File: config.mk
export PLATFORM = sky130hd
export DESIGN_NAME = spi_device_lite
export DESIGN_NICKNAME = d
export VERILOG_FILES = /design/src/rtl/spi_device_lite.sv
export SDC_FILE = /design/constraint.sdc
export NUM_CORES = 1
export LEC_CHECK = 0
export ABC_AREA = 1
export CORE_AREA = 2 2 81 83
export DETAILED_ROUTE_END_ITERATION = 6
export DIE_AREA = 0 0 83 85
export SYNTH_ARGS = -nofsm -noshare
export SYNTH_HDL_FRONTEND = slang
export SYNTH_SLANG_ARGS = --single-unit
File: constraint.sdc
create_clock -name clk_i -period 1.24 [get_ports clk_i]
set_input_delay 0.248 -clock clk_i [delete_from_list [all_inputs] [get_ports clk_i]]
set_output_delay 0.248 -clock clk_i [all_outputs]
set_load 0.05 [all_outputs]
File: src/rtl/spi_device_lite.sv
// spi_device_lite: SPI mode-0 device (MSB first, 8-bit frames) oversampled on clk_i.
// Optional RX FIFO ahead of the output register: define SPI_DEVICE_LITE_RX_FIFO_EN.
module spi_device_lite #(
   parameter logic [7:0]  TxIdleByte  = 8'hFF,
   parameter int unsigned RxFifoDepth = 4
) (
   input  logic       clk_i,
   input  logic       rst_i,
   input  logic       spi_sck_i,
   input  logic       spi_csb_i,
   input  logic       spi_sd_i,
   output logic       spi_sd_o,
   output logic       spi_sd_en_o,
   input  logic [7:0] tx_data_i,
   input  logic       tx_valid_i,
   output logic       tx_ready_o,
   output logic [7:0] rx_data_o,
   output logic       rx_valid_o,
   input  logic       rx_ready_i,
   output logic       busy_o,
   output logic       tx_underrun_o,
   output logic       rx_overflow_o,
   output logic       abort_o
);
   typedef enum logic [1:0] {
      IDLE,
      LOAD,
      SHIFT
   } state_e;

   state_e     state_q, state_d;
   logic [2:0] sck_q, csb_q, sd_q;
   logic [7:0] tx_hold_q, shift_out_q, rx_shift_q, rx_data_q;
   logic       tx_full_q, byte_done_q, rx_valid_q;
   logic [2:0] bit_cnt_q;
   logic       tx_underrun_q, rx_overflow_q, abort_q;

   logic       sck_rise, sck_fall, csb_fall, csb_high;
   logic       do_load, rx_edge, tx_edge;
   logic       out_load, overflow_d;
   logic [7:0] out_data;

   // Bit 0 is the metastability flop, bit 1 the synchronised value, bit 2 its history.
   always_ff @(posedge clk_i) begin
      if (rst_i) begin
         sck_q <= '0;
         csb_q <= '0;
         sd_q  <= '0;
      end else begin
         // NOTE: non-blocking so each stage takes its neighbour's pre-edge value; blocking would collapse the chain.
         sck_q <= {sck_q[1:0], spi_sck_i};
         csb_q <= {csb_q[1:0], spi_csb_i};
         sd_q  <= {sd_q[1:0], spi_sd_i};
      end
   end

   assign sck_rise = sck_q[1] & ~sck_q[2];
   assign sck_fall = ~sck_q[1] & sck_q[2];
   assign csb_fall = ~csb_q[1] & csb_q[2];
   assign csb_high = csb_q[1];

   always_comb begin
      // NOTE: default first so every path assigns state_d and no latch is inferred.
      state_d = state_q;
      unique case (state_q)
         IDLE:    if (csb_fall) state_d = LOAD;
         LOAD:    state_d = SHIFT;
         SHIFT:   if (sck_rise && (bit_cnt_q == 3'd7)) state_d = LOAD;
         default: state_d = IDLE;
      endcase
      if (csb_high) state_d = IDLE;
   end

   assign do_load = (state_q == LOAD) && !csb_high;
   assign rx_edge = (state_q == SHIFT) && !csb_high && sck_rise;
   // The falling edge that follows a completed byte belongs to the next frame's bit 7.
   assign tx_edge = (state_q == SHIFT) && !csb_high && sck_fall && (bit_cnt_q != 3'd0);

   always_ff @(posedge clk_i) begin
      if (rst_i) begin
         state_q       <= IDLE;
         tx_hold_q     <= '0;
         tx_full_q     <= 1'b0;
         shift_out_q   <= '0;
         rx_shift_q    <= '0;
         bit_cnt_q     <= '0;
         byte_done_q   <= 1'b0;
         tx_underrun_q <= 1'b0;
         abort_q       <= 1'b0;
      end else begin
         state_q       <= state_d;
         byte_done_q   <= rx_edge && (bit_cnt_q == 3'd7);
         abort_q       <= (state_q == SHIFT) && csb_high && (bit_cnt_q != 3'd0);
         tx_underrun_q <= do_load && !tx_full_q && !tx_valid_i;

         if (do_load) begin
            if (tx_full_q)       shift_out_q <= tx_hold_q;
            else if (tx_valid_i) shift_out_q <= tx_data_i;
            else                 shift_out_q <= TxIdleByte;
         end else if (tx_edge) begin
            shift_out_q <= {shift_out_q[6:0], 1'b0};
         end

         if (do_load && tx_full_q) begin
            tx_full_q <= 1'b0;
         end else if (!do_load && tx_valid_i && !tx_full_q) begin
            tx_hold_q <= tx_data_i;
            tx_full_q <= 1'b1;
         end

         // sd history is the sample taken with the last low sck, i.e. data set up before the edge.
         if (csb_high || do_load) begin
            bit_cnt_q <= '0;
         end else if (rx_edge) begin
            bit_cnt_q  <= bit_cnt_q + 3'd1;
            rx_shift_q <= {rx_shift_q[6:0], sd_q[2]};
         end
      end
   end

`ifdef SPI_DEVICE_LITE_RX_FIFO_EN
   localparam int unsigned PtrW = (RxFifoDepth > 1) ? $clog2(RxFifoDepth) : 1;
   localparam int unsigned CntW = $clog2(RxFifoDepth + 1);

   logic [7:0]      fifo_mem_q [RxFifoDepth];
   logic [PtrW-1:0] wr_ptr_q, rd_ptr_q;
   logic [CntW-1:0] fifo_cnt_q;
   logic            fifo_wr, fifo_rd;

   assign fifo_rd    = (fifo_cnt_q != '0) && (!rx_valid_q || rx_ready_i);
   assign fifo_wr    = byte_done_q && ((fifo_cnt_q != CntW'(RxFifoDepth)) || fifo_rd);
   assign out_load   = fifo_rd;
   assign out_data   = fifo_mem_q[rd_ptr_q];
   assign overflow_d = byte_done_q && !fifo_wr;

   always_ff @(posedge clk_i) begin
      if (rst_i) begin
         wr_ptr_q   <= '0;
         rd_ptr_q   <= '0;
         fifo_cnt_q <= '0;
      end else begin
         if (fifo_wr) wr_ptr_q <= (wr_ptr_q == PtrW'(RxFifoDepth - 1)) ? '0 : wr_ptr_q + PtrW'(1);
         if (fifo_rd) rd_ptr_q <= (rd_ptr_q == PtrW'(RxFifoDepth - 1)) ? '0 : rd_ptr_q + PtrW'(1);
         fifo_cnt_q <= fifo_cnt_q + CntW'(fifo_wr) - CntW'(fifo_rd);
      end
   end

   // NOTE: storage is not reset; clearing the count empties the FIFO and keeps the array RAM-mappable.
   always_ff @(posedge clk_i) begin
      if (fifo_wr) fifo_mem_q[wr_ptr_q] <= rx_shift_q;
   end
`else
   assign out_load   = byte_done_q && (!rx_valid_q || rx_ready_i);
   assign out_data   = rx_shift_q;
   assign overflow_d = byte_done_q && !out_load;

   // RxFifoDepth only sizes the FIFO build.
   if (RxFifoDepth == 0) begin : g_depth_unused
   end
`endif

   always_ff @(posedge clk_i) begin
      if (rst_i) begin
         rx_valid_q    <= 1'b0;
         rx_data_q     <= '0;
         rx_overflow_q <= 1'b0;
      end else begin
         rx_overflow_q <= overflow_d;
         if (out_load) begin
            rx_data_q  <= out_data;
            rx_valid_q <= 1'b1;
         end else if (rx_valid_q && rx_ready_i) begin
            rx_valid_q <= 1'b0;
         end
      end
   end

   assign spi_sd_o      = (state_q != IDLE) && shift_out_q[7];
   assign spi_sd_en_o   = (state_q != IDLE);
   assign busy_o        = (state_q != IDLE);
   assign tx_ready_o    = !tx_full_q;
   assign rx_data_o     = rx_data_q;
   assign rx_valid_o    = rx_valid_q;
   assign tx_underrun_o = tx_underrun_q;
   assign rx_overflow_o = rx_overflow_q;
   assign abort_o       = abort_q;
endmodule
==> flow_metrics.tcl <==
set metrics [dict create \
    antennaDiodeCount 0 \
    synth.distinct_cells 26 \
    grt_start_max_net_pins 26 \
    viasPerCell 4.643 \
    yosysWarnings 0 \
    ys_ff_latch 52 \
    fin_tns_setup_ns -0.6878 \
    setup_viol 23 \
    grt_pass1_wl_mm 7.935 \
    finClkSkew_ns 0.005348 \
    synth_common_cells "nand2_1, nor2_1, dfxtp_1, inv_1, o21ai_0" \
    setup.worst_path.class "flop to output port" \
    initial_core_util 0.3351 \
    power_mw 3.273 \
    end_kind "output port" \
    synthTopCellsByArea "dfxtp_1, nand2_1, nor2_1" \
    arrival_ns 1.12 \
    fp.dieW_um 83 \
    fillers 560 \
    drtIter0Drc 59 \
    portBuffers 30 \
    dieArea_um2 7055 \
    syn_nets 296 \
    synth_ff_type "dfxtp_1" \
    grt_remaining_overflow 0 \
    whs_ns 0.3977 \
    areaGrowthSynthToFinish_pct 51.02 \
    io_pins 31 \
    final_nets 354 \
    fin_area_um2 3141 \
    cts_tree "built" \
    gp_congestion 0.8124 \
    start_kind "flop" \
    powerDensity_nw_per_um2 1042 \
    path_max_fanout 5 \
    vias 1922 \
    drtPass1Iterations 4 \
    post-route-min-period_ns 1.367 \
    synth.avg_cell_area_um2 7.480 \
    rsz0062_at_grt "true" \
    outcome "finished, violations left" \
    slew_headroom 0.8010 \
    post-dp-hpwl_mm 3.138 \
    rows 29 \
    cts.sinks 52 \
    drc 0 \
    grt_pass1_vias 1777 \
    violations "negative setup slack" \
    synth_top_area_cell "dfxtp_1" \
    max_cap_violations 0 \
    hold_violations 0 \
    tightest_slew_ns 0.2974 \
    clockBufferDepth 2 \
    h-tree-depth 2 \
    grt_antenna_before_repair 0 \
    yosysTopAreaCellShare 0.5006 \
    grt_use_total 0.1370 \
    p_leak_nw 1.339 \
    vdd_drop_max_v 0.0007437 \
    clockRootBuffer "clkbuf_8" \
    drive_above_1_share 0.3116 \
    coreArea_um2 6205 \
    cts-buffers-inserted 5 \
    clk_pin_slew_ns 0.09 \
    crit_required_ns 0.99 \
    synth_area_um2 2079 \
    drt_wl_total_mm 4.874 \
    hold_class "flop to flop" \
    insertion_delay_ns 0.31 \
    fin_crit_sh 1.103 \
    place_area_um2 2754 \
    fin_ws_ns -0.1272 \
    place_ws_ns -0.2393 \
    synth_edf_count 0 \
    postSynthCellCount 278 \
    antenna_left 0 \
    async_flop_share 0 \
    die_h_um 85 \
    slew_viol_final 0 \
    seq_area_frac_synth 0.5006 \
    max_freq_mhz 731.4 \
    wire_per_inst_um 11.77 \
]
[area by class of cell]
| cell class | instances | area (um^2) | share of cell area |
|---|---|---|---|
| clock inverters | 2 | 38.79 | 0.01235 |
| well taps | 77 | 96.34 | 0.03068 |
| multi-input cells | 181 | 999.7 | 0.3183 |
| inverters | 36 | 157.7 | 0.05020 |
| repair inverters | 1 | 6.256 | 0.001992 |
| clock buffers | 6 | 72.57 | 0.02311 |
| flip-flops and latches | 52 | 1052 | 0.3351 |
| repair buffers | 59 | 716.9 | 0.2283 |
[routing by layer]
| layer | up-vias | share of wire | wire (um) | global-route usage |
|---|---|---|---|---|
| met5 | - | 0 | 0 | 0 |
| met4 | 0 | 0.0082 | 40 | 0.04918 |
| met3 | 3 | 0.031 | 153 | 0.03502 |
| met2 | 29 | 0.51 | 2500 | 0.2397 |
| met1 | 896 | 0.45 | 2179 | 0.1632 |
| li1 | 994 | - | - | - |
[repair_timing]
item / in CTS / in global routing
setup buffers: 1 / 7
setup endpoints to repair: 13 / 33
resized for setup: 14 / 58
cloned: 0 / 2
pin swaps: 3 / 17
hold endpoints to repair: 0 / 0
hold buffers: 0 / 0
[layout by cell type, fill, tap and decap left out, types with 3 or more instances in the layout]
cell             synthesis  layout
nor2_1                  55      53
nand2_1                 55      46
dfxtp_1                 52      45
inv_1                   31      27
buf_4                    1      21
buf_12                   0      17
clkdlybuf4s50_1          0      14
o21ai_0                 24      13
a21oi_1                 20      12
o21ai_2                  0       8
a21oi_2                  0       8
nand2_2                  0       7
o211ai_1                 7       7
buf_6                    2       7
inv_2                    3       6
dfxtp_2                  0       6
nand3_1                  5       5
clkbuf_8                 0       5
inv_8                    0       3
o21ai_1                  0       3
[worst paths after layout]
check	cells after the start	slack, ns	endpoint	start
setup / recovery	3	-0.13	spi_sd_o	state_q[0]
hold / removal	2	0.40	csb_q[1]	csb_q[0]
setup reg to reg	9	-0.04	shift_out_q[2]	bit_cnt_q[0]
hold reg to reg	2	0.40	csb_q[1]	csb_q[0]
[stage by stage]
| step | utilization | std cells |
|---|---|---|
| 2_1_floorplan | - | 278 |
| 3_3_place_gp | 0.4438 | 396 |
| 3_5_place_dp | 0.4438 | 396 |
| 4_1_cts | 0.4697 | 405 |
| 5_1_grt | 0.5062 | 414 |
| 6_report | 0.5062 | 414 |
[power breakdown]
| group | switching [mW] | internal (mW) |
|---|---|---|
| logic | 0.183 | 0.165 |
| clock network | 0.570 | 0.610 |
| registers | 0.0285 | 1.72 |
| total | 0.782 | 2.49 |
[worst max-delay path: stages, from the launching register on]
cell,delay (ns)
dfxtp_2,0.34
buf_6,0.12
o21a_1,0.20
buf_12,0.15
[sequential cells by signal, indices dropped and copies added, names as in the netlist]
signal,count
bit_cnt_q,3
sck_q,3
sd_q,3
byte_done_q,1
rx_data_o,8
out_data,8
tx_hold_q,8
rx_valid_o,1
csb_q,3
state_q,2
tx_full_q,1
shift_out_q,8
rx_overflow_o,1
abort_o,1
tx_underrun_o,1
[cells by family after synthesis]
| family | count (synthesis) | synth area share |
|---|---|---|
| AND/OR/NAND/NOR | 122 | 0.2401 |
| AO/OA/AOI/OAI | 55 | 0.1462 |
| buffers and inverters | 46 | 0.09506 |
| adder cells (fa/ha/maj) | 3 | 0.01805 |
| flip-flops | 52 | 0.5006 |
Note: power is estimated with default switching activity, not from simulation.
